--- src/rtl/vga_timing.sv ---
// ---------------------------------------------------------------------------
// vga_timing
// Free-running raster timing generator for the head of the video pipeline.
// Produces horizontal/vertical pixel counters together with sync and
// blanking flags that all describe the same pixel in the same cycle.
// Defaults give 800x600 @ 60 Hz from a 40 MHz pixel clock.
//
// Ports
//   pclk         in   pixel clock, all logic on the rising edge
//   rst          in   synchronous active-high reset
//   hcount[10:0] out  horizontal pixel index, 0..H_TOTAL-1
//   hsync        out  horizontal sync, active level = SYNC_POL
//   hblnk        out  horizontal blanking, active high
//   vcount[10:0] out  vertical line index, 0..V_TOTAL-1
//   vsync        out  vertical sync, active level = SYNC_POL
//   vblnk        out  vertical blanking, active high
//   frame_start  out  one-cycle pulse on the (0,0) reached by frame wrap
//   frame_cnt    out  count of completed frames, wraps at 16 bits
//
// Optional feature macro: VGA_TIMING_FRAME_CNT_EN
//   When defined, frame_start and frame_cnt (and their registers) exist.
// ---------------------------------------------------------------------------
module vga_timing #(
    parameter int unsigned H_VISIBLE = 800,
    parameter int unsigned H_FP      = 40,
    parameter int unsigned H_SYNC    = 128,
    parameter int unsigned H_BP      = 88,
    parameter int unsigned V_VISIBLE = 600,
    parameter int unsigned V_FP      = 1,
    parameter int unsigned V_SYNC    = 4,
    parameter int unsigned V_BP      = 23,
    parameter bit          SYNC_POL  = 1'b1
) (
    input  logic        pclk,
    input  logic        rst,
    output logic [10:0] hcount,
    output logic        hsync,
    output logic        hblnk,
    output logic [10:0] vcount,
    output logic        vsync,
    output logic        vblnk
`ifdef VGA_TIMING_FRAME_CNT_EN
    ,
    output logic        frame_start,
    output logic [15:0] frame_cnt
`endif
);

    localparam int unsigned H_TOTAL = H_VISIBLE + H_FP + H_SYNC + H_BP;
    localparam int unsigned V_TOTAL = V_VISIBLE + V_FP + V_SYNC + V_BP;

    // All counters and comparisons are 11 bits wide, so every boundary
    // derived from the parameters has to fit in that range.
    if (H_TOTAL > 2047 || V_TOTAL > 2047) begin : g_param_check
        $error("vga_timing: H_TOTAL and V_TOTAL must fit in 11 bits");
    end

    localparam logic [10:0] H_LAST     = 11'(H_TOTAL - 1);
    localparam logic [10:0] V_LAST     = 11'(V_TOTAL - 1);
    localparam logic [10:0] H_VIS      = 11'(H_VISIBLE);
    localparam logic [10:0] V_VIS      = 11'(V_VISIBLE);
    localparam logic [10:0] HS_START   = 11'(H_VISIBLE + H_FP);
    localparam logic [10:0] HS_END     = 11'(H_VISIBLE + H_FP + H_SYNC);
    localparam logic [10:0] VS_START   = 11'(V_VISIBLE + V_FP);
    localparam logic [10:0] VS_END     = 11'(V_VISIBLE + V_FP + V_SYNC);
    localparam logic        SYNC_ACT   = SYNC_POL;

    logic [10:0] r_hcount;
    logic [10:0] r_vcount;
    logic        r_hsync;
    logic        r_hblnk;
    logic        r_vsync;
    logic        r_vblnk;

    logic        w_hwrap;
    logic        w_vwrap;
    logic [10:0] w_hnext;
    logic [10:0] w_vnext;

    // Next-count values. Flags are decoded from these rather than from the
    // current counts so that registered flags land in the same cycle as the
    // counts they describe. vcount only moves when hcount wraps, which keeps
    // vsync/vblnk changing on whole-line boundaries.
    always_comb begin
        w_hwrap = (r_hcount == H_LAST);
        w_vwrap = (r_vcount == V_LAST);
        w_hnext = w_hwrap ? 11'd0 : r_hcount + 11'd1;
        w_vnext = r_vcount;
        if (w_hwrap) begin
            w_vnext = w_vwrap ? 11'd0 : r_vcount + 11'd1;
        end
    end

    // Reset values coincide with the decode of pixel (0,0), so the post-reset
    // pixel and a wrapped (0,0) look identical apart from frame_start.
    always_ff @(posedge pclk) begin
        if (rst) begin
            r_hcount <= 11'd0;
            r_vcount <= 11'd0;
            r_hblnk  <= 1'b0;
            r_vblnk  <= 1'b0;
            r_hsync  <= ~SYNC_ACT;
            r_vsync  <= ~SYNC_ACT;
        end else begin
            r_hcount <= w_hnext;
            r_vcount <= w_vnext;
            r_hblnk  <= (w_hnext >= H_VIS);
            r_vblnk  <= (w_vnext >= V_VIS);
            r_hsync  <= ((w_hnext >= HS_START) && (w_hnext < HS_END)) ? SYNC_ACT : ~SYNC_ACT;
            r_vsync  <= ((w_vnext >= VS_START) && (w_vnext < VS_END)) ? SYNC_ACT : ~SYNC_ACT;
        end
    end

    assign hcount = r_hcount;
    assign vcount = r_vcount;
    assign hsync  = r_hsync;
    assign hblnk  = r_hblnk;
    assign vsync  = r_vsync;
    assign vblnk  = r_vblnk;

`ifdef VGA_TIMING_FRAME_CNT_EN
    logic        r_frame_start;
    logic [15:0] r_frame_cnt;

    // A frame completes only on the wrap from the last pixel of the last
    // line; the (0,0) produced by reset release never raises frame_start.
    always_ff @(posedge pclk) begin
        if (rst) begin
            r_frame_start <= 1'b0;
            r_frame_cnt   <= 16'd0;
        end else begin
            r_frame_start <= w_hwrap & w_vwrap;
            if (w_hwrap && w_vwrap) begin
                r_frame_cnt <= r_frame_cnt + 16'd1;
            end
        end
    end

    assign frame_start = r_frame_start;
    assign frame_cnt   = r_frame_cnt;
`endif

endmodule

--- config.mk ---
export PLATFORM = sky130hd
export DESIGN_NAME = vga_timing
export DESIGN_NICKNAME = d
export VERILOG_FILES = /design/src/rtl/vga_timing.sv
export SDC_FILE = /design/constraint.sdc
export NUM_CORES = 1
export LEC_CHECK = 0
export CORE_MARGIN = 2
export CORE_UTILIZATION = 55
export CTS_CLUSTER_SIZE = 40
export DETAILED_ROUTE_END_ITERATION = 8
export PLACE_DENSITY_LB_ADDON = 0.1
export SYNTH_ARGS = -nofsm -noshare
export SYNTH_HDL_FRONTEND = slang
export SYNTH_SLANG_ARGS = --single-unit
--- constraint.sdc ---
create_clock -name pclk -period 5.5 [get_ports pclk]
set_input_delay 1.1 -clock pclk [delete_from_list [all_inputs] [get_ports pclk]]
set_output_delay 1.1 -clock pclk [all_outputs]
set_load 0.05 [all_outputs]
==> metrics.txt <==
status complete, no violations; # clock sinks 26; deepest clock path buffer count 2; signal arrival time at the worst endpoint ~1.8 ns; number of synthesized flops with an enable pin 0; Distinct cells, synth 49; Mapped Cells between 200 and 250; GR Util All Layers 0.239; Clk Latency, worst-skew pair approximately 0.34 ns; mean post-synth cell area 8.11 um^2; CP Depth 1; CTS tree yes; GRT Residual Overflow 0; Req. time, crit path roughly 4.4 ns; input/output buffers 27; DRT Wirelength 3.79 mm; I/O pins 28; Synth Flop Type dfxtp_1; Fin. Hold Viols 0; Die X 58.6 um; depth of the CTS H-tree 1; CTS resizes 0; setup violators final 0; Reg clk slew, reported paths 0.15 ns; pre-CTS setup slack 2.72 ns; Layout Area Growth over Synthesis 14.7%; Hold Crit Depth 1; Non-Filler Instances 247; total CTS buffers 3; initial antenna violation count 0; post-CTS setup repair buffer count 0; Peak Freq between 300 and 400 MHz; Final nets around 220; setup TNS 0 ns; Starting Density 0.589; FF-to-FF path depth 7; HPWL Detailed roughly 2.6 mm; CP max FO 8; min cycle time layout 2.93 ns; Vias between 1,500 and 2,000; Hold Buf Count CTS 0; number of vias per cell 6.15; layout cells sized above 1 0.0741; first-pass GRT wire length between 6 and 7 mm; worst path cell trace clkdlybuf4s50_1; largest net degree at the start of global routing 25; Core ar. 0.00278 mm^2; std cell rows 19; # diodes 0; CTS Root Cell clkbuf_4; Slew @ Worst Pin 0.908 ns; Buf/Inv on CP 1; Vert. Die Dim 58.6 um; FFs w/ async S/R, synth 0; full die area 0.00343 mm^2; synth warn 0; WL/cell approximately 15 um; Slew Limit Fails 0; total power 0.354 mW; 1st-iter DRT viols 67; Slowest cell on crit path clkdlybuf4s50_1; setup ws final 2.57 ns; Tcrit/Tclk final 0.533; Mapped Area 0.00164 mm^2; Static Leak around 0.61 nW; crit start category register; Initial DRT Pass Iterations 5; clk_skew ~0.0067 ns; Routed Antenna Nets 0; vias in the first global route 1,433; kind of end point of the critical path primary output; Slew headroom 0.393; worst hold-check path type reg -> reg; synthesized flop and latch total 26; Seq/Total Area, Yosys 0.318; PwrDens 188 mW/mm^2; delay of the slowest critical-path stage between 0.8 and 0.9 ns; Worst Setup Path Type reg -> out; DRC Markers 0; critical path's top delay family buffers and inverters; max-capacitance violation count 0; maximum vdd drop 0.000141 V; syn_nets between 200 and 250; RSZ-0062 raised after global routing no; Placed Cells 243; gp weighted congestion between 0.8 and 0.9
==> metrics by stage <==
stage,instance area [um^2],hold slack [ns],utilization
after floorplan,1640,0.715,-
after global placement,1830,0.484,0.657
after detailed placement,1830,0.503,0.657
after CTS,1880,0.519,0.676
after global routing,1880,0.528,0.676
final,1880,0.514,0.676
==> flip-flops by register name, summed over array words and instances (netlist names) <==
name,cells
hsync,1
hcount,11
vsync,1
hblnk,1
vblnk,1
vcount,11
==> area by class of cell <==
cell class / instances / area, um^2
Multi-Input combinational cell: 159 / 997
Clock buffer: 3 / 22.5
Clock inverter: 1 / 30.0
Sequential cell: 26 / 520
Fill cell: 250 / 902
Timing Repair Buffer: 27 / 270
Tap cell: 31 / 38.8
==> routing by layer <==
metal,up-vias,share of wire,GRT usage
met3,9,0.048,0.0505
met5,-,0,0
li1,749,-,-
met1,714,0.44,0.307
met2,46,0.50,0.388
met4,0,0.013,0.104
==> synth_stat cells (2+ instances only) <==
| cell type | n | area, um^2 |
|---|---|---|
| and2_1 | 2 | 12.5 |
| clkbuf_1 | 5 | 18.8 |
| buf_6 | 5 | 56.3 |
| or3_1 | 2 | 12.5 |
| xor2_1 | 6 | 52.6 |
| o211ai_1 | 3 | 22.5 |
| and4_1 | 2 | 17.5 |
| and3_1 | 7 | 43.8 |
| a31oi_1 | 4 | 25.0 |
| nand4_1 | 5 | 31.3 |
| a21o_1 | 2 | 15.0 |
| nand2_1 | 24 | 90.1 |
| buf_2 | 3 | 15.0 |
| nor3_1 | 11 | 55.1 |
| nor2b_1 | 3 | 18.8 |
| dfxtp_1 | 26 | 521 |
| mux2_2 | 2 | 22.5 |
| nand3_1 | 14 | 70.1 |
| xnor2_1 | 6 | 52.6 |
| nor2_1 | 22 | 82.6 |
| ha_1 | 2 | 25.0 |
| buf_4 | 3 | 22.5 |
| o21ai_0 | 2 | 10.0 |
| o21a_1 | 2 | 15.0 |
| nand2b_1 | 3 | 18.8 |
| a21oi_1 | 13 | 65.1 |
==> path summary, 6_finish.rpt <==
path / from / slack (ns) / to
worst max-delay path: vcount[8] / 2.57 / vcount[8]
worst min-delay path: hcount[0] / 0.51 / hcount[0]
worst max register to register: hcount[0] / 2.71 / vblnk
worst min register to register: hcount[0] / 0.51 / hcount[0]
==> kinds of logic (layout without fill, tap and decap cells) <==
group                      count (synthesis)  after routing  share of synthesized area
adders and majority gates                  2              2                     0.0153
DFF                                       26             26                      0.318
muxes                                      2              2                     0.0137
and+or+nand+nor                          105            105                      0.335
buffers and inverters                     17             31                     0.0733
AOI/OAI and AO/OA                         38             38                      0.181
xor gates and xnor gates                  12             12                     0.0642
==> cell usage in the layout, fill, tap and decap left out, types with 4 or more instances in the layout <==
cell	netlist	layout
clkdlybuf4s50_1	0	27
a31oi_1	4	4
xnor2_1	6	6
dfxtp_1	26	26
nor2_1	22	22
a21oi_1	13	13
nand2_1	24	24
nand4_1	5	5
and3_1	7	7
xor2_1	6	6
nor3_1	11	11
nand3_1	14	14
==> power by group <==
| group | switching (mW) | leakage, nW | internal, mW | total (mW) |
|---|---|---|---|---|
| combinational | 0.0155 | 0.371 | 0.00772 | 0.0232 |
| clock | 0.0621 | 0.0279 | 0.0738 | 0.136 |
| sequential | 0.00361 | 0.210 | 0.191 | 0.195 |
| total | 0.0812 | 0.609 | 0.273 | 0.354 |
Power figures use the tool's default switching activity.
